==> config.mk <==
export PLATFORM = sky130hd
export DESIGN_NAME = rob
export DESIGN_NICKNAME = d
export VERILOG_FILES = /design/src/rtl/rob_pkg.sv /design/src/rtl/rob.sv
export SDC_FILE = /design/constraint.sdc
export NUM_CORES = 1
export LEC_CHECK = 0
export BUFFER_PORTS_ARGS = -buffer_cell sky130_fd_sc_hd__buf_2
export CORE_UTILIZATION = 35
export CTS_CLUSTER_SIZE = 40
export DETAILED_ROUTE_END_ITERATION = 10
export GPL_TIMING_DRIVEN = 0
export SLEW_MARGIN = 20
export SYNTH_ARGS = -nofsm -noshare
export SYNTH_HDL_FRONTEND = slang
export SYNTH_SLANG_ARGS = --single-unit
==> constraint.sdc <==
create_clock -name clk_in -period 7.75 [get_ports clk_in]
set_input_delay 0.775 -clock clk_in [delete_from_list [all_inputs] [get_ports clk_in]]
set_output_delay 0.775 -clock clk_in [all_outputs]
set_load 0.005 [all_outputs]
==> src/rtl/rob_pkg.sv <==
`default_nettype none
// ============================================================================
// Module      : rob_pkg
// Description : Shared sizing constants and boolean literals for the reorder
//               buffer and the blocks that talk to it.
// Revision    : 1.0 - initial release
// ============================================================================
package rob_pkg;

    localparam int   c_ROB_SIZE = 16;                  // number of entries
    localparam int   c_TAG_W    = $clog2(c_ROB_SIZE);  // entry tag width
    localparam int   c_RLEN     = 32;                  // data word width
    localparam int   c_REG_W    = 5;                   // architectural register address width
    localparam logic c_TRUE     = 1'b1;
    localparam logic c_FALSE    = 1'b0;

endpackage
`default_nettype wire

==> src/rtl/rob.sv <==
`default_nettype none
// ============================================================================
// Module      : rob
// Description : Reorder buffer. Circular buffer of in-flight instructions
//               allocated in order, completed out of order by the execution
//               units, and retired in order to the register file. Provides a
//               registered result broadcast and combinational operand lookup.
// Revision    : 1.0 - initial release
// ============================================================================
module rob
    import rob_pkg::*;
#(
    parameter  int ROB_SIZE = c_ROB_SIZE,
    localparam int TAG_W    = $clog2(ROB_SIZE)
) (
    input  logic              clk_in,
    input  logic              rst_in,
    input  logic              rdy_in,
    // allocation
    input  logic              issue_valid,
    input  logic [c_REG_W-1:0] issue_rd,
    output logic [TAG_W-1:0]  issue_tag,
    output logic              rob_full,
    // completion from execution units
    input  logic              exe_valid,
    input  logic [TAG_W-1:0]  exe_tag,
    input  logic [c_RLEN-1:0] exe_val,
    // result broadcast to reservation stations
    output logic              rd_flag,
    output logic [TAG_W-1:0]  rob_reorder,
    output logic [c_RLEN-1:0] rd_val,
    // operand lookup
    input  logic [TAG_W-1:0]  q1_tag,
    input  logic [TAG_W-1:0]  q2_tag,
    output logic              q1_ready,
    output logic              q2_ready,
    output logic [c_RLEN-1:0] q1_val,
    output logic [c_RLEN-1:0] q2_val,
    // in-order retirement
    output logic              commit_valid,
    output logic [c_REG_W-1:0] commit_rd,
    output logic [TAG_W-1:0]  commit_tag,
    output logic [c_RLEN-1:0] commit_val,
    // mispredict recovery
    input  logic              flush_in
);

    localparam int CNT_W = TAG_W + 1;

    // pointers and occupancy
    logic [TAG_W-1:0]   r_head_q,  w_head_d;
    logic [TAG_W-1:0]   r_tail_q,  w_tail_d;
    logic [CNT_W-1:0]   r_count_q, w_count_d;

    // per-entry fields, indexed by tag
    logic [ROB_SIZE-1:0] r_busy_q,  w_busy_d;
    logic [ROB_SIZE-1:0] r_ready_q, w_ready_d;
    logic [c_REG_W-1:0]  r_rd_q  [ROB_SIZE];
    logic [c_REG_W-1:0]  w_rd_d  [ROB_SIZE];
    logic [c_RLEN-1:0]   r_val_q [ROB_SIZE];
    logic [c_RLEN-1:0]   w_val_d [ROB_SIZE];

    // registered broadcast and commit outputs
    logic                r_rd_flag_q,      w_rd_flag_d;
    logic [TAG_W-1:0]    r_rob_reorder_q,  w_rob_reorder_d;
    logic [c_RLEN-1:0]   r_rd_val_q,       w_rd_val_d;
    logic                r_commit_valid_q, w_commit_valid_d;
    logic [c_REG_W-1:0]  r_commit_rd_q,    w_commit_rd_d;
    logic [TAG_W-1:0]    r_commit_tag_q,   w_commit_tag_d;
    logic [c_RLEN-1:0]   r_commit_val_q,   w_commit_val_d;

    logic w_issue_acc;
    logic w_exe_acc;
    logic w_commit;

    // Full is taken from the registered count, so a retirement at full only
    // frees a slot for the following cycle.
    assign rob_full    = (r_count_q == CNT_W'(ROB_SIZE));
    assign issue_tag   = r_tail_q;
    assign w_issue_acc = issue_valid && !rob_full;
    assign w_exe_acc   = exe_valid && r_busy_q[exe_tag] && !r_ready_q[exe_tag];
    assign w_commit    = r_busy_q[r_head_q] && r_ready_q[r_head_q];

    // Next-state: frozen when not enabled, flush overrides everything else.
    always_comb begin
        w_head_d         = r_head_q;
        w_tail_d         = r_tail_q;
        w_count_d        = r_count_q;
        w_busy_d         = r_busy_q;
        w_ready_d        = r_ready_q;
        w_rd_d           = r_rd_q;
        w_val_d          = r_val_q;
        w_rd_flag_d      = c_FALSE;
        w_rob_reorder_d  = r_rob_reorder_q;
        w_rd_val_d       = r_rd_val_q;
        w_commit_valid_d = c_FALSE;
        w_commit_rd_d    = r_commit_rd_q;
        w_commit_tag_d   = r_commit_tag_q;
        w_commit_val_d   = r_commit_val_q;

        if (!rdy_in) begin
            // hold everything; strobes already defaulted low
        end else if (flush_in) begin
            w_head_d  = '0;
            w_tail_d  = '0;
            w_count_d = '0;
            w_busy_d  = '0;
            w_ready_d = '0;
        end else begin
            if (w_issue_acc) begin
                w_busy_d[r_tail_q]  = c_TRUE;
                w_ready_d[r_tail_q] = c_FALSE;
                w_rd_d[r_tail_q]    = issue_rd;
                w_tail_d            = r_tail_q + TAG_W'(1);
            end
            if (w_exe_acc) begin
                w_ready_d[exe_tag] = c_TRUE;
                w_val_d[exe_tag]   = exe_val;
                w_rd_flag_d        = c_TRUE;
                w_rob_reorder_d    = exe_tag;
                w_rd_val_d         = exe_val;
            end
            // A retiring head is already ready, so it never collides with a
            // same-cycle completion; and at full no issue can land on it.
            if (w_commit) begin
                w_busy_d[r_head_q]  = c_FALSE;
                w_ready_d[r_head_q] = c_FALSE;
                w_commit_valid_d    = c_TRUE;
                w_commit_rd_d       = r_rd_q[r_head_q];
                w_commit_tag_d      = r_head_q;
                w_commit_val_d      = r_val_q[r_head_q];
                w_head_d            = r_head_q + TAG_W'(1);
            end
            w_count_d = r_count_q + CNT_W'(w_issue_acc) - CNT_W'(w_commit);
        end
    end

    // Control state and output registers, cleared by the asynchronous reset.
    always_ff @(posedge clk_in or negedge rst_in) begin
        if (!rst_in) begin
            r_head_q         <= '0;
            r_tail_q         <= '0;
            r_count_q        <= '0;
            r_busy_q         <= '0;
            r_ready_q        <= '0;
            r_rd_flag_q      <= c_FALSE;
            r_rob_reorder_q  <= '0;
            r_rd_val_q       <= '0;
            r_commit_valid_q <= c_FALSE;
            r_commit_rd_q    <= '0;
            r_commit_tag_q   <= '0;
            r_commit_val_q   <= '0;
        end else begin
            r_head_q         <= w_head_d;
            r_tail_q         <= w_tail_d;
            r_count_q        <= w_count_d;
            r_busy_q         <= w_busy_d;
            r_ready_q        <= w_ready_d;
            r_rd_flag_q      <= w_rd_flag_d;
            r_rob_reorder_q  <= w_rob_reorder_d;
            r_rd_val_q       <= w_rd_val_d;
            r_commit_valid_q <= w_commit_valid_d;
            r_commit_rd_q    <= w_commit_rd_d;
            r_commit_tag_q   <= w_commit_tag_d;
            r_commit_val_q   <= w_commit_val_d;
        end
    end

    // Entry payload storage; contents are only meaningful while busy.
    always_ff @(posedge clk_in) begin
        r_rd_q  <= w_rd_d;
        r_val_q <= w_val_d;
    end

    // Operand lookup with same-cycle bypass from the execution result.
    always_comb begin
        q1_ready = r_ready_q[q1_tag] || (exe_valid && (exe_tag == q1_tag));
        q1_val   = r_ready_q[q1_tag] ? r_val_q[q1_tag] : exe_val;
        q2_ready = r_ready_q[q2_tag] || (exe_valid && (exe_tag == q2_tag));
        q2_val   = r_ready_q[q2_tag] ? r_val_q[q2_tag] : exe_val;
    end

    assign rd_flag      = r_rd_flag_q;
    assign rob_reorder  = r_rob_reorder_q;
    assign rd_val       = r_rd_val_q;
    assign commit_valid = r_commit_valid_q;
    assign commit_rd    = r_commit_rd_q;
    assign commit_tag   = r_commit_tag_q;
    assign commit_val   = r_commit_val_q;

endmodule
`default_nettype wire
==> results.yml <==
synthesis:
  yosys.area.top_type_share_pct: 47.3
  syn_inst: 1897
  seq_area_frac_synth_pct: 55.6
  synth.avg_cell_area_um2: 19.8
  synth_xor_xnor_area_share_pct: 0.257
  async_reset_ff_share_pct: 17.3
  synth-compound-area-share_pct: 2.43
  yosys.cell_types.count: 65
  synth-warning-count: 0
  synth_edf_count: 592
  synth-simple-area-share_pct: 2.22
  syn_nets: 1967
  synth_area_um2: 37500
  synth-seq-cells: 716
  synth.mux.area_fraction_pct: 36.7
  synth_area_leaders: "edfxtp_1 (47%), mux4_2 (31%), dfrtp_1 (8.3%), mux2_4 (2.7%), mux2_2 (2.5%)"
  synthFlopType: "edfxtp_1"
  synthAdderAreaFrac_pct: 0.520
  synth_top_family_by_area: "multiplexers"
  yosys.area.top_type: "edfxtp_1"
place:
  dp.cells: 3537
  place_hpwl_mm: 90.3
  place_congestion: 0.909
  port_buffers: 194
final_layout:
  final_cell_count_no_fill: 3699
  final_cell_mix: "edfxtp_1 (592), mux4_2 (523), buf_2 (250)"
  final_common_cell: "edfxtp_1"
  utilization_pct: 41.7
  area_growth_pct: 17.5
  drive_gt1_share_pct: 49.8
  nets: 2304
global_route:
  grt_max_degree: 81
  grt_first_pass_wirelength_mm: 183
  use_met2_pct: 39.4
  busiest_layer: "met2"
  grt_antenna_before_repair: 6
  grt_util_met1_pct: 32.0
  track_usage_pct: 24.3
  grt.overflow.total: 0
  grtUsageMet3_pct: 4.99
  first_global_vias: 23800
cts:
  cts_sinks: 716
  cts-root-buf: "clkbuf_16"
  cts_resized: 0
  cts_made_buffers: 86
  htree_num_levels: 3
  path_clk_slew_ns: 0.05
  hold_buffers: 0
  clockBufferDepth: 3
  worstSkewPairLatency_ns: 0.67
  cts_setup_buffers: 0
  tritoncts: "built"
sta:
  setup_viol: 0
  hold_ws_ns: -0.0119
  rsz0062_at_grt: "no"
  worst_pin_slew_ns: 1.21
  period_needed_ns: 5.27
  finalCritPeriodShare_pct: 68.0
  finalClockSkew_ns: 0.0312
  finalMaxSlewViolations: 0
  relSlewSlack_pct: 19.6
  hold_violations: 2
  clock.fmax_mhz: 190
floorplanning:
  rows: 119
  ios: 205
  initial_core_util_pct: 35.5
  die_x_um: 330
  die_y_um: 330
  coreArea_um2: 106000
  die-area_um2: 109000
setup_path:
  r2r_setup_slack_ns: 3.21
  critPathLaunch: "q2_tag[1]"
  r2r_end: "r_count_q[4]"
  crit_type: "input pin to primary output"
  cp-end-kind: "primary output"
  cp-start-kind: "input pin"
  setup.worst_path.end: "q2_val[3]"
  cp_max_fo: 10
  worstPathRequired_ns: 6.97
  arrival_ns: 4.50
  r2r-start: "r_head_q[0]"
  r2r_cells: 15
flow_run:
  maxCapViolCount: 0
route:
  wl_mm: 131
  first_pass_iters: 6
  final_antenna_net_count: 0
  wire_per_inst_um: 35.4
  drt_iter0_markers: 3014
  drc: 0
  vias_per_cell: 6.31
  vias: 23300
power:
  ir_drop_mv: 0.152
  p_leak_nw: 14.7
  finalPower_mw: 9.65
  p_per_area_nw_per_um2: 219
hold_path:
  hold_path.class: "input pin to asynchronous set/reset pin"
run_status:
  violations: "negative hold slack"
  status: "finished with violations"
-- layer usage --
metal  vias up  part of all wire (%)
li1       8974                     -
met1     12500                    38
met2      1533                    49
met3       287                   9.7
met4         6                   3.9
met5         -                 0.028
-- critical path, stage by stage --
cell and delay, ns:
clkbuf_1 0.45, clkbuf_1 0.92, clkbuf_1 0.92, mux4_2 0.44, mux4_2 0.55, mux2_2 0.30, buf_2 0.13
-- sequential cells by signal, summed over array words and instances, names as in the netlist --
name / count
commit_tag: 4
issue_tag: 4
commit_rd: 5
r_rd_q: 80
r_val_q: 512
r_busy_q: 16
rd_flag: 1
r_head_q: 4
r_ready_q: 16
commit_val: 32
rd_val: 32
r_count_q: 5
rob_reorder: 4
commit_valid: 1
-- final cells by class --
| cell class | instances | area [um^2] |
|---|---|---|
| plain buffers | 167 | 821 |
| flip-flops and latches | 716 | 20900 |
| fillers | 9211 | 61800 |
| repair buffers | 249 | 1770 |
| multi-input cells | 995 | 15900 |
| clock buffers | 114 | 2350 |
| inverters | 19 | 71.3 |
| clock inverters | 47 | 553 |
| diodes | 1 | 2.50 |
| well taps | 1391 | 1740 |
-- report_power, final --
part	internal (mW)	leakage [nW]	switching, mW	total (mW)
combinational	0.498	6.36	0.600	1.10
sequential	4.28	6.98	0.0686	4.34
clock	2.48	1.40	1.73	4.21
-- cells in the mapped netlist (12+ instances only) --
cell type,n
mux2_2,82
buf_2,43
dfrtp_1,124
mux2_4,67
a21oi_1,22
nor2b_1,14
nand2_1,43
buf_1,23
nor2_1,42
edfxtp_1,592
nor3_1,13
a31oi_1,20
nand3_1,12
clkbuf_1,90
inv_1,17
ha_1,14
mux4_2,523
-- worst min-delay path by stage --
stage                   startpoint  slack [ns]              to
floorplan           rob_reorder[2]        0.47  rob_reorder[2]
global placement         rd_val[3]        0.49       rd_val[3]
detailed placement      rd_val[27]        0.49      rd_val[27]
CTS                         rst_in       0.003    commit_valid
global route                rst_in        0.03    commit_valid
finish                      rst_in       -0.01    commit_valid
-- stage by stage --
| step | setup TNS, ns | hold WS [ns] | area [um^2] | worst slack (ns) |
|---|---|---|---|---|
| 2_1_floorplan | 0 | 0.474 | 37500 | 2.31 |
| 3_3_place_gp | -312.77 | 0.486 | 40300 | -3.67 |
| 3_5_place_dp | 0 | 0.488 | 41200 | 2.61 |
| 4_1_cts | 0 | 0.00301 | 44100 | 2.54 |
| 5_1_grt | 0 | 0.0306 | 44100 | 2.55 |
| 6_report | 0 | -0.0119 | 44100 | 2.48 |
-- kinds of logic (layout without fill, tap and decap cells) --
logic type,Yosys count,in the layout
compound gates,125,125
xor+xnor,11,11
fa+ha+maj,15,15
buf+inv,186,596
flops,716,716
mux,678,678
other cells,0,1
simple gates,166,166
Note: power is estimated with default switching activity, not from simulation.
